<file path="src/rtl/mem_access_pkg.sv">
// Shared MEM-stage definitions: memop one-hot bit positions, FSM states, load decode.
// Optional build macro: UNALIGNED_LS_EN enables lwl/lwr merging.
package mem_access_pkg;

    localparam int unsigned MMOP = 12;

    localparam int unsigned MOP_LB    = 0;
    localparam int unsigned MOP_LBU   = 1;
    localparam int unsigned MOP_LH    = 2;
    localparam int unsigned MOP_LHU   = 3;
    localparam int unsigned MOP_LW    = 4;
    localparam int unsigned MOP_SB    = 5;
    localparam int unsigned MOP_SH    = 6;
    localparam int unsigned MOP_SW    = 7;
    localparam int unsigned MOP_LWL   = 8;
    localparam int unsigned MOP_LWR   = 9;
    localparam int unsigned MOP_RSV10 = 10;
    localparam int unsigned MOP_RSV11 = 11;

    typedef enum logic [1:0] {
        ST_IDLE = 2'd0,
        ST_WAIT = 2'd1,
        ST_HOLD = 2'd2,
        ST_DROP = 2'd3
    } mstate_e;

    function automatic logic is_load(input logic [MMOP-1:0] op);
        logic ld;
        ld = op[MOP_LB] | op[MOP_LBU] | op[MOP_LH] | op[MOP_LHU] | op[MOP_LW];
`ifdef UNALIGNED_LS_EN
        ld = ld | op[MOP_LWL] | op[MOP_LWR];
`endif
        return ld;
    endfunction

endpackage

</file>
<file path="src/rtl/mem_access_load_align.sv">
// Combinational little-endian load alignment and sign/zero extension.
// Optional build macro: UNALIGNED_LS_EN adds lwl/lwr merging with the rt value.
module load_align
    import mem_access_pkg::*;
(
    input  logic [MMOP-1:0] memop_i,
    input  logic [1:0]      addr_low_i,
    input  logic [31:0]     rdata_i,
`ifdef UNALIGNED_LS_EN
    input  logic [31:0]     rtvalue_i,
`endif
    output logic [31:0]     data_o
);

    logic [7:0]  byte_sel;
    logic [15:0] half_sel;
    logic        unused_ok;

    // Bits not decoded here (stores, reserved, or lwl/lwr when disabled) fall through to the word.
    assign unused_ok = ^memop_i;

    always_comb begin
        unique case (addr_low_i)
            2'd0:    byte_sel = rdata_i[7:0];
            2'd1:    byte_sel = rdata_i[15:8];
            2'd2:    byte_sel = rdata_i[23:16];
            default: byte_sel = rdata_i[31:24];
        endcase
        half_sel = addr_low_i[1] ? rdata_i[31:16] : rdata_i[15:0];

        data_o = rdata_i;
        if (memop_i[MOP_LB])
            data_o = {{24{byte_sel[7]}}, byte_sel};
        else if (memop_i[MOP_LBU])
            data_o = {24'd0, byte_sel};
        else if (memop_i[MOP_LH])
            data_o = {{16{half_sel[15]}}, half_sel};
        else if (memop_i[MOP_LHU])
            data_o = {16'd0, half_sel};
`ifdef UNALIGNED_LS_EN
        else if (memop_i[MOP_LWL]) begin
            unique case (addr_low_i)
                2'd0:    data_o = {rdata_i[7:0],  rtvalue_i[23:0]};
                2'd1:    data_o = {rdata_i[15:0], rtvalue_i[15:0]};
                2'd2:    data_o = {rdata_i[23:0], rtvalue_i[7:0]};
                default: data_o = rdata_i;
            endcase
        end
        else if (memop_i[MOP_LWR]) begin
            unique case (addr_low_i)
                2'd0:    data_o = rdata_i;
                2'd1:    data_o = {rtvalue_i[31:24], rdata_i[31:8]};
                2'd2:    data_o = {rtvalue_i[31:16], rdata_i[31:16]};
                default: data_o = {rtvalue_i[31:8],  rdata_i[31:24]};
            endcase
        end
`endif
    end

endmodule

</file>
<file path="src/rtl/mem_access.sv">
// MEM pipeline stage: data-bus response FSM, load alignment, WB register and bypass.
// Optional build macro: UNALIGNED_LS_EN enables lwl/lwr.
module mem_access
    import mem_access_pkg::*;
(
    input  logic            clk,
    input  logic            rst_n,
    input  logic            mem_flush_i,
    input  logic            mem_stall_i,
    input  logic [3:0]      mem_wren_i,
    input  logic [4:0]      mem_waddr_i,
    input  logic [31:0]     mem_wdata_i,
    input  logic            mem_nofwd_i,
    input  logic [MMOP-1:0] mem_memop_i,
    input  logic [1:0]      mem_memaddr_low_i,
    input  logic [31:0]     mem_rtvalue_i,
    input  logic            mem_memreq_i,
    input  logic [31:0]     data_rdata_i,
    input  logic            data_ok_i,
    output logic [3:0]      mem_wren_o,
    output logic [4:0]      mem_waddr_o,
    output logic [31:0]     mem_wdata_o,
    output logic            mem_stallreq_o,
    output logic [31:0]     mem_wdata_bp_o,
    output logic            mem_nofwd_bp_o
);

    mstate_e     state_q, state_d;
    logic [31:0] buf_q, buf_d;
    logic [3:0]  wren_q, wren_d;
    logic [4:0]  waddr_q, waddr_d;
    logic [31:0] wdata_q, wdata_d;
    logic        is_ld, data_avail, kill, upd;
    logic [31:0] rd_word, aligned;

    assign is_ld   = is_load(mem_memop_i);
    assign rd_word = (state_q == ST_HOLD) ? buf_q : data_rdata_i;

    load_align u_load_align (
        .memop_i    (mem_memop_i),
        .addr_low_i (mem_memaddr_low_i),
        .rdata_i    (rd_word),
`ifdef UNALIGNED_LS_EN
        .rtvalue_i  (mem_rtvalue_i),
`endif
        .data_o     (aligned)
    );

`ifndef UNALIGNED_LS_EN
    logic unused_ok;
    assign unused_ok = ^mem_rtvalue_i;
`endif

    // Stallreq drops in the response cycle itself so the WB register can take the word then.
    always_comb begin
        state_d        = state_q;
        buf_d          = buf_q;
        data_avail     = 1'b0;
        mem_stallreq_o = 1'b0;
        unique case (state_q)
            ST_IDLE: begin
                data_avail     = mem_memreq_i & data_ok_i;
                mem_stallreq_o = mem_memreq_i & ~data_ok_i;
                if (data_avail)
                    buf_d = data_rdata_i;
                if (mem_memreq_i & ~data_ok_i)
                    state_d = mem_flush_i ? ST_DROP : ST_WAIT;
                else if (data_avail & mem_stall_i & ~mem_flush_i)
                    state_d = ST_HOLD;
            end
            ST_WAIT: begin
                data_avail     = data_ok_i;
                mem_stallreq_o = ~data_ok_i;
                if (data_ok_i)
                    buf_d = data_rdata_i;
                if (mem_flush_i)
                    state_d = data_ok_i ? ST_IDLE : ST_DROP;
                else if (data_ok_i)
                    state_d = mem_stall_i ? ST_HOLD : ST_IDLE;
            end
            ST_HOLD: begin
                data_avail = 1'b1;
                if (mem_flush_i | ~mem_stall_i)
                    state_d = ST_IDLE;
            end
            ST_DROP: begin
                if (data_ok_i)
                    state_d = ST_IDLE;
            end
            default: state_d = ST_IDLE;
        endcase
    end

    // A flushed instruction, or the one whose response is being discarded, writes nothing.
    assign kill    = mem_flush_i | (state_q == ST_DROP);
    assign upd     = ~mem_stall_i & ~mem_stallreq_o;
    assign wren_d  = kill ? '0 : mem_wren_i;
    assign waddr_d = kill ? '0 : mem_waddr_i;
    assign wdata_d = kill ? '0 : (is_ld ? aligned : mem_wdata_i);

    assign mem_wdata_bp_o = (is_ld & data_avail) ? aligned : mem_wdata_i;
    assign mem_nofwd_bp_o = mem_nofwd_i | (is_ld & ~data_avail);

    always_ff @(posedge clk or negedge rst_n) begin
        if (!rst_n) begin
            state_q <= ST_IDLE;
            buf_q   <= '0;
            wren_q  <= '0;
            waddr_q <= '0;
            wdata_q <= '0;
        end else begin
            state_q <= state_d;
            buf_q   <= buf_d;
            if (upd) begin
                wren_q  <= wren_d;
                waddr_q <= waddr_d;
                wdata_q <= wdata_d;
            end
        end
    end

    assign mem_wren_o  = wren_q;
    assign mem_waddr_o = waddr_q;
    assign mem_wdata_o = wdata_q;

endmodule

</file>
<file path="config.mk">
export PLATFORM = sky130hd
export DESIGN_NAME = mem_access
export DESIGN_NICKNAME = d
export VERILOG_FILES = /design/src/rtl/mem_access_pkg.sv /design/src/rtl/mem_access_load_align.sv /design/src/rtl/mem_access.sv
export SDC_FILE = /design/constraint.sdc
export NUM_CORES = 1
export LEC_CHECK = 0
export CORE_ASPECT_RATIO = 0.75
export CORE_MARGIN = 8
export CORE_UTILIZATION = 30
export CTS_CLUSTER_DIAMETER = 200
export DETAILED_ROUTE_END_ITERATION = 12
export SLEW_MARGIN = 20
export SYNTH_ARGS = -nofsm -noshare
export SYNTH_HDL_FRONTEND = slang
export SYNTH_SLANG_ARGS = --single-unit
</file>
<file path="constraint.sdc">
create_clock -name clk -period 5.3 [get_ports clk]
set_input_delay 0.53 -clock clk [delete_from_list [all_inputs] [get_ports clk]]
set_output_delay 0.53 -clock clk [all_outputs]
set_load 0.02 [all_outputs]
</file>
==> flow_summary_export.csv, run 1 <==
group,metric,value,unit
floorplanning,start_util,0.3016,
yosys,synth_xor_area_frac,0,
cts,worstSkewPairLatency,340,ps
timing,fin_worst_skew,6.842,ps
timing,fmax,222.8,MHz
route,via_per_inst,5.486,
route,drt_first_pass_iters,5,
route,vias,4872,
cts,cts_sinks,75,
placed_design,io_buffer_count,161,
global_route,grtUsageTotal,0.1812,
layout,fill_cells,1526,
worst_hold_path,hold_path_class,"in -> async",
timing,drv_slew,0,
layout,area_delta_synth_final,44.00,%
layout,drive_gt1_frac,0.1268,
worst_setup_path,worstSetupStartpointType,"primary input",
global_route,grt_pass1_vias,5018,
yosys,synth_fa_ha_area_frac,0,
yosys,synth_edf_count,0,
route,drt_iter0_markers,517,
outcome,status,"complete, no violations",
placed_design,dpl_cell_area,0.006525,mm2
cts,clk_pin_slew_worst_paths,60,ps
cts,postCtsSetupBuffers,0,
yosys,yosys.area_share.simple,0.1250,
yosys,async_flop_share,1.000,
layout,final_nets,799,
global_route,grt_overflow,0,
yosys,synth_flop_cell,"dfrtp_1",
timing,whs,210.3,ps
timing,setup_viol,0,
pwr,p_leak,0.002759,uW
placed_design,hpwl,13650,um
floorplanning,core,0.01577,mm2
timing,tightest_slew,893.7,ps
route,wl,18570,um
layout,regArea,0.001877,mm2
pwr,power_density,318.5,mW/mm2
placed_design,place_congestion,0.8793,
layout,multi_input_area,0.002671,mm2
yosys,yosys_warnings,0,
floorplanning,ios,201,
global_route,grt_first_pass_wirelength,28950,um
route,route.detailed.drc,0,
yosys,avgSynthCellArea,8.887,um2
cts,cts-root-buf,"clkbuf_16",
worst_setup_path,critPathKind,"in -> out",
cts,cts_tree,"done",
cts,clockBufferDepth,2,
timing,fin_tns_setup,0,ps
floorplanning,fp-row-count,40,
cts,cts_buffers,9,
worst_setup_path,worst_ep_required_time,4770,ps
yosys,syn_nets,661,
yosys,synth_top_family_by_area,"compound AO/OA/AOI/OAI gates",
yosys,synth_cell_types,43,
route,final_antenna_net_count,0,
floorplanning,die_w,161.4,um
layout,final_cell_area,0.006847,mm2
cts,htreeDepth,3,
worst_setup_path,cp_max_fo,16,
yosys,synth-compound-area-share,0.2950,
route,wl_per_cell,20.91,um
floorplanning,die_h,125.0,um
yosys,ys_seq_elements,75,
yosys,ys_seq_area_frac,0.3947,
cts,cts_hold_buf,0,
timing,hold_viol_final,0,
yosys,syn_inst,535,
global_route,grt_max_degree,76,
cts,cts.repair.resized,0,
floorplanning,die-area,0.02017,mm2
timing,rsz0062_at_grt,"no",
worst_setup_path,cp-end-kind,"primary output",
layout,finalCoreUtilization,0.4343,
timing,period_share,0.8469,
pwr,peakVddDrop,0.0001568,V
yosys,synth_mux_area_frac,0.1366,
timing,fin_crit,4488,ps
yosys,netlist_area,0.004755,mm2
timing,slew_headroom,0.4042,
worst_setup_path,worstPathArrival,3960,ps
job,maxCapViolCount,0,
global_route,antenna_found_initial,1,
layout,antenna_cells,0,
==> final timing paths <==
kind / endpoint / startpoint / slack [ps] / depth (start not counted)
max: mem_wdata_bp_o[17] / mem_memaddr_low_i[1] / 810 / 7
min: mem_wdata_o[2] / rst_n / 210 / 1
max reg2reg: mem_wdata_o[31] / state_q[0] / 2320 / 7
min reg2reg: mem_wdata_o[7] / mem_wdata_o[7] / 480 / 2
max in group asynchronous: mem_wdata_o[14] / rst_n / 4550 / 1
min in group clk: mem_wdata_o[7] / mem_wdata_o[7] / 480 / 2
==> registers in the layout (all words and copies together) (netlist names) <==
register     count
buf_q           32
mem_waddr_o      5
mem_wdata_o     32
mem_wren_o       4
state_q          2
==> metrics by stage <==
step | worst slack, ps | cells | total power [uW]
global placement | 1043 | 872 | 1511
finish | 811.6 | 888 | 2181
floorplan | 2547 | 535 | 1154
detailed placement | 899.2 | 872 | 1529
CTS | 859.6 | 888 | 2203
global route | 555.5 | 888 | 2286
==> per-layer routing <==
metal  up-vias  share of wire  track usage
met4         2          0.018      0.05160
met2       211           0.45       0.2796
met5         -        0.00070            0
li1       2276              -            -
met3        34          0.096      0.06525
met1      2349           0.44       0.2340
==> power by group <==
group	internal [uW]	switching, uW
Combinational	366	436
Clock	411	251
Sequential	665	52.0
Total	1440	739
==> synth_stat cells, drive strengths merged (7+ instances only) <==
cell     instances  area, um2
a21oi           70      350.3
a22o             9      78.83
a2bb2oi          9      78.83
a31oi           23      143.9
a32oi           16      140.1
buf             16      103.9
clkbuf          30      112.6
dfrtp           75       1877
mux2            39      439.2
mux2i           21      210.2
nand2           36      142.6
nor2            83      311.6
o211ai           7      52.55
o21a             8      60.06
o21ai           28      143.9
o22ai            8      50.05
==> placed cells by master (no fill, tap or decap), types with 7 or more instances in the layout <==
cell type	instances
nor2_1	83
clkdlybuf4s50_1	160
a2bb2oi_1	9
a22o_1	9
o21a_1	8
a31oi_1	23
o211ai_1	7
clkbuf_16	9
mux2i_1	21
nand2_1	35
buf_4	12
o21ai_0	27
o22ai_1	8
a32oi_1	16
mux2_2	39
a21oi_1	69
dfrtp_1	75
==> cell families (layout without fill, tap and decap cells) <==
family	Yosys count	in the layout
mux	60	60
simple gates	137	137
compound gates	213	213
buf+inv	50	193
flops	75	75
==> layout make-up <==
cell class,count,share of cell area
Sequential cell,75,0.2741
Multi-Input combinational cell,410,0.3902
Clock inverter,7,0.01352
Timing Repair Buffer,173,0.2487
Inverter,4,0.002193
Tap cell,210,0.03838
Clock buffer,9,0.03289
==> critical path: stages <==
cell and delay, ps:
clkdlybuf4s50_1 770, clkinv_1 400, a2111oi_0 640, nor4_2 170
a21boi_2 640, a21oi_1 200, clkdlybuf4s50_1 600
No activity file was read; power rests on OpenSTA's default activity.
==> run 2: changes to the inputs <==
==> constraint.sdc (replaced) <==
create_clock -name clk -period 4.56 [get_ports clk]
set_input_delay 0.456 -clock clk [delete_from_list [all_inputs] [get_ports clk]]
set_output_delay 0.456 -clock clk [all_outputs]
set_load 0.02 [all_outputs]
==> run 2 against run 1 <==
Compared with the run above: core utilization barely moved; final cell count is 0.56% higher; total power is 14% higher.
==> flow_summary_export.csv, run 2 (same netlist as run 1, synthesis figures left out) <==
group,metric,value,unit
outcome,status,"complete, no violations",
worst_setup_path,worstPathArrival,3600,ps
timing,fin_worst_skew,6.928,ps
placed_design,place_congestion,0.8966,
cts,cts-root-buf,"clkbuf_16",
route,wl,18890,um
cts,cts_buffers,9,
pwr,p_leak,0.002771,uW
placed_design,hpwl,13900,um
worst_setup_path,cp_max_fo,23,
timing,tightest_slew,1112,ps
global_route,grtUsageTotal,0.1846,
global_route,antenna_found_initial,1,
layout,final_nets,803,
layout,layout_commonest_cell,"clkdlybuf4s50_1",
route,via_per_inst,5.550,
job,maxCapViolCount,0,
timing,period_share,0.8893,
timing,slew_headroom,0.2567,
route,vias,4956,
layout,drive_gt1_frac,0.1261,
cts,htreeDepth,3,
floorplanning,core,0.01577,mm2
route,final_antenna_net_count,0,
global_route,grt_overflow,0,
timing,fin_tns_setup,0,ps
floorplanning,die-area,0.02017,mm2
pwr,power_density,363.3,mW/mm2
route,wl_per_cell,21.15,um
worst_setup_path,worstSetupStartpointType,"register",
timing,hold_viol_final,0,
cts,worstSkewPairLatency,350,ps
global_route,grt_pass1_vias,5137,
pwr,peakVddDrop,0.0001865,V
cts,clockBufferDepth,2,
worst_setup_path,cp-end-kind,"primary output",
timing,drv_slew,0,
timing,setup_viol,0,
timing,rsz0062_at_grt,"no",
floorplanning,start_util,0.3016,
layout,final_cell_area,0.006850,mm2
worst_setup_path,worst_ep_required_time,4100,ps
cts,clk_pin_slew_worst_paths,60,ps
worst_setup_path,critPathKind,"reg -> out",
global_route,grt_max_degree,76,
placed_design,dpl_cell_area,0.006555,mm2
floorplanning,die_h,125.0,um
route,route.detailed.drc,0,
floorplanning,die_w,161.4,um
global_route,grt_first_pass_wirelength,29210,um
placed_design,io_buffer_count,161,
cts,cts_sinks,75,
route,drt_first_pass_iters,5,
floorplanning,ios,201,
route,drt_iter0_markers,342,
layout,area_delta_synth_final,44.08,%
layout,final_cell_mix,"160 x clkdlybuf4s50_1, 83 x nor2_1, 75 x dfrtp_1",
worst_hold_path,hold_path_class,"in -> async",
timing,fmax,246.6,MHz
cts,cts_tree,"done",
cts,postCtsSetupBuffers,0,
timing,fin_crit,4055,ps
cts,cts.repair.resized,0,
cts,cts_hold_buf,0,
floorplanning,fp-row-count,40,
-- run 2: cell types whose count changed in the layout (fill, tap and decap cells not counted), sizes merged --
cell,previous run,this run
clkinvlp,3,0
diode,0,1
clkbuf,9,14
clkinv,3,2
buf,13,17
bufinv,2,1
-- run 2: power breakdown --
group | internal, uW | switching, uW | leakage, uW
combinational | 429 | 510 | 0.00168
clock | 439 | 275 | 0.000141
sequential | 773 | 62.6 | 0.000952
total | 1640 | 848 | 0.00277
-- run 2: area by class of cell --
type                       count  area, um2
timing repair buffer         177       1733
sequential                    75       1877
clock buffer                  14      254.0
antenna                        1      2.502
tap                          210      262.8
fill                        1537       8915
clock inverter                 2      35.03
multi-input combinational    410       2671
inverter                       4      15.01
-- run 2: worst max-delay path, stage by stage, from the launching register on --
cell,delay [ps]
dfrtp_1,450
nand2b_2,510
a21oi_1,500
a211o_1,630
a21boi_2,260
buf_4,220
a21oi_1,90
clkdlybuf4s50_1,590
-- run 2: per-layer routing --
layer,vias to the layer above,share of wire,track usage
met1,2369,0.43,0.2363
met2,266,0.44,0.2811
met4,0,0.024,0.06627
li1,2289,-,-
met3,32,0.11,0.06689
met5,-,0,0
-- run 2: final timing paths --
check                               start                 end  slack [ps]  depth (start not counted)
min                                 rst_n      mem_wdata_o[2]         160                          1
max in group asynchronous           rst_n     mem_wdata_o[18]        3900                          1
max reg2reg                    state_q[0]     mem_wdata_o[25]        1690                          6
max                            state_q[0]  mem_wdata_bp_o[29]         500                          7
min reg2reg                mem_wdata_o[0]      mem_wdata_o[0]         480                          2
min in group clk           mem_wdata_o[0]      mem_wdata_o[0]         480                          2
-- run 2: per-stage QoR --
step                      cells  hold slack, ps  worst slack (ps)  total power (uW)  utilization
after global placement      876           476.6             691.7              1762       0.4158
final                       893           159.5             504.7              2489       0.4345
after CTS                   892           326.7             460.8              2514       0.4341
after floorplan             535           160.4              1955              1341            -
after global routing        892           208.7             271.6              2616       0.4344
after detailed placement    876           469.2             579.6              1784       0.4158
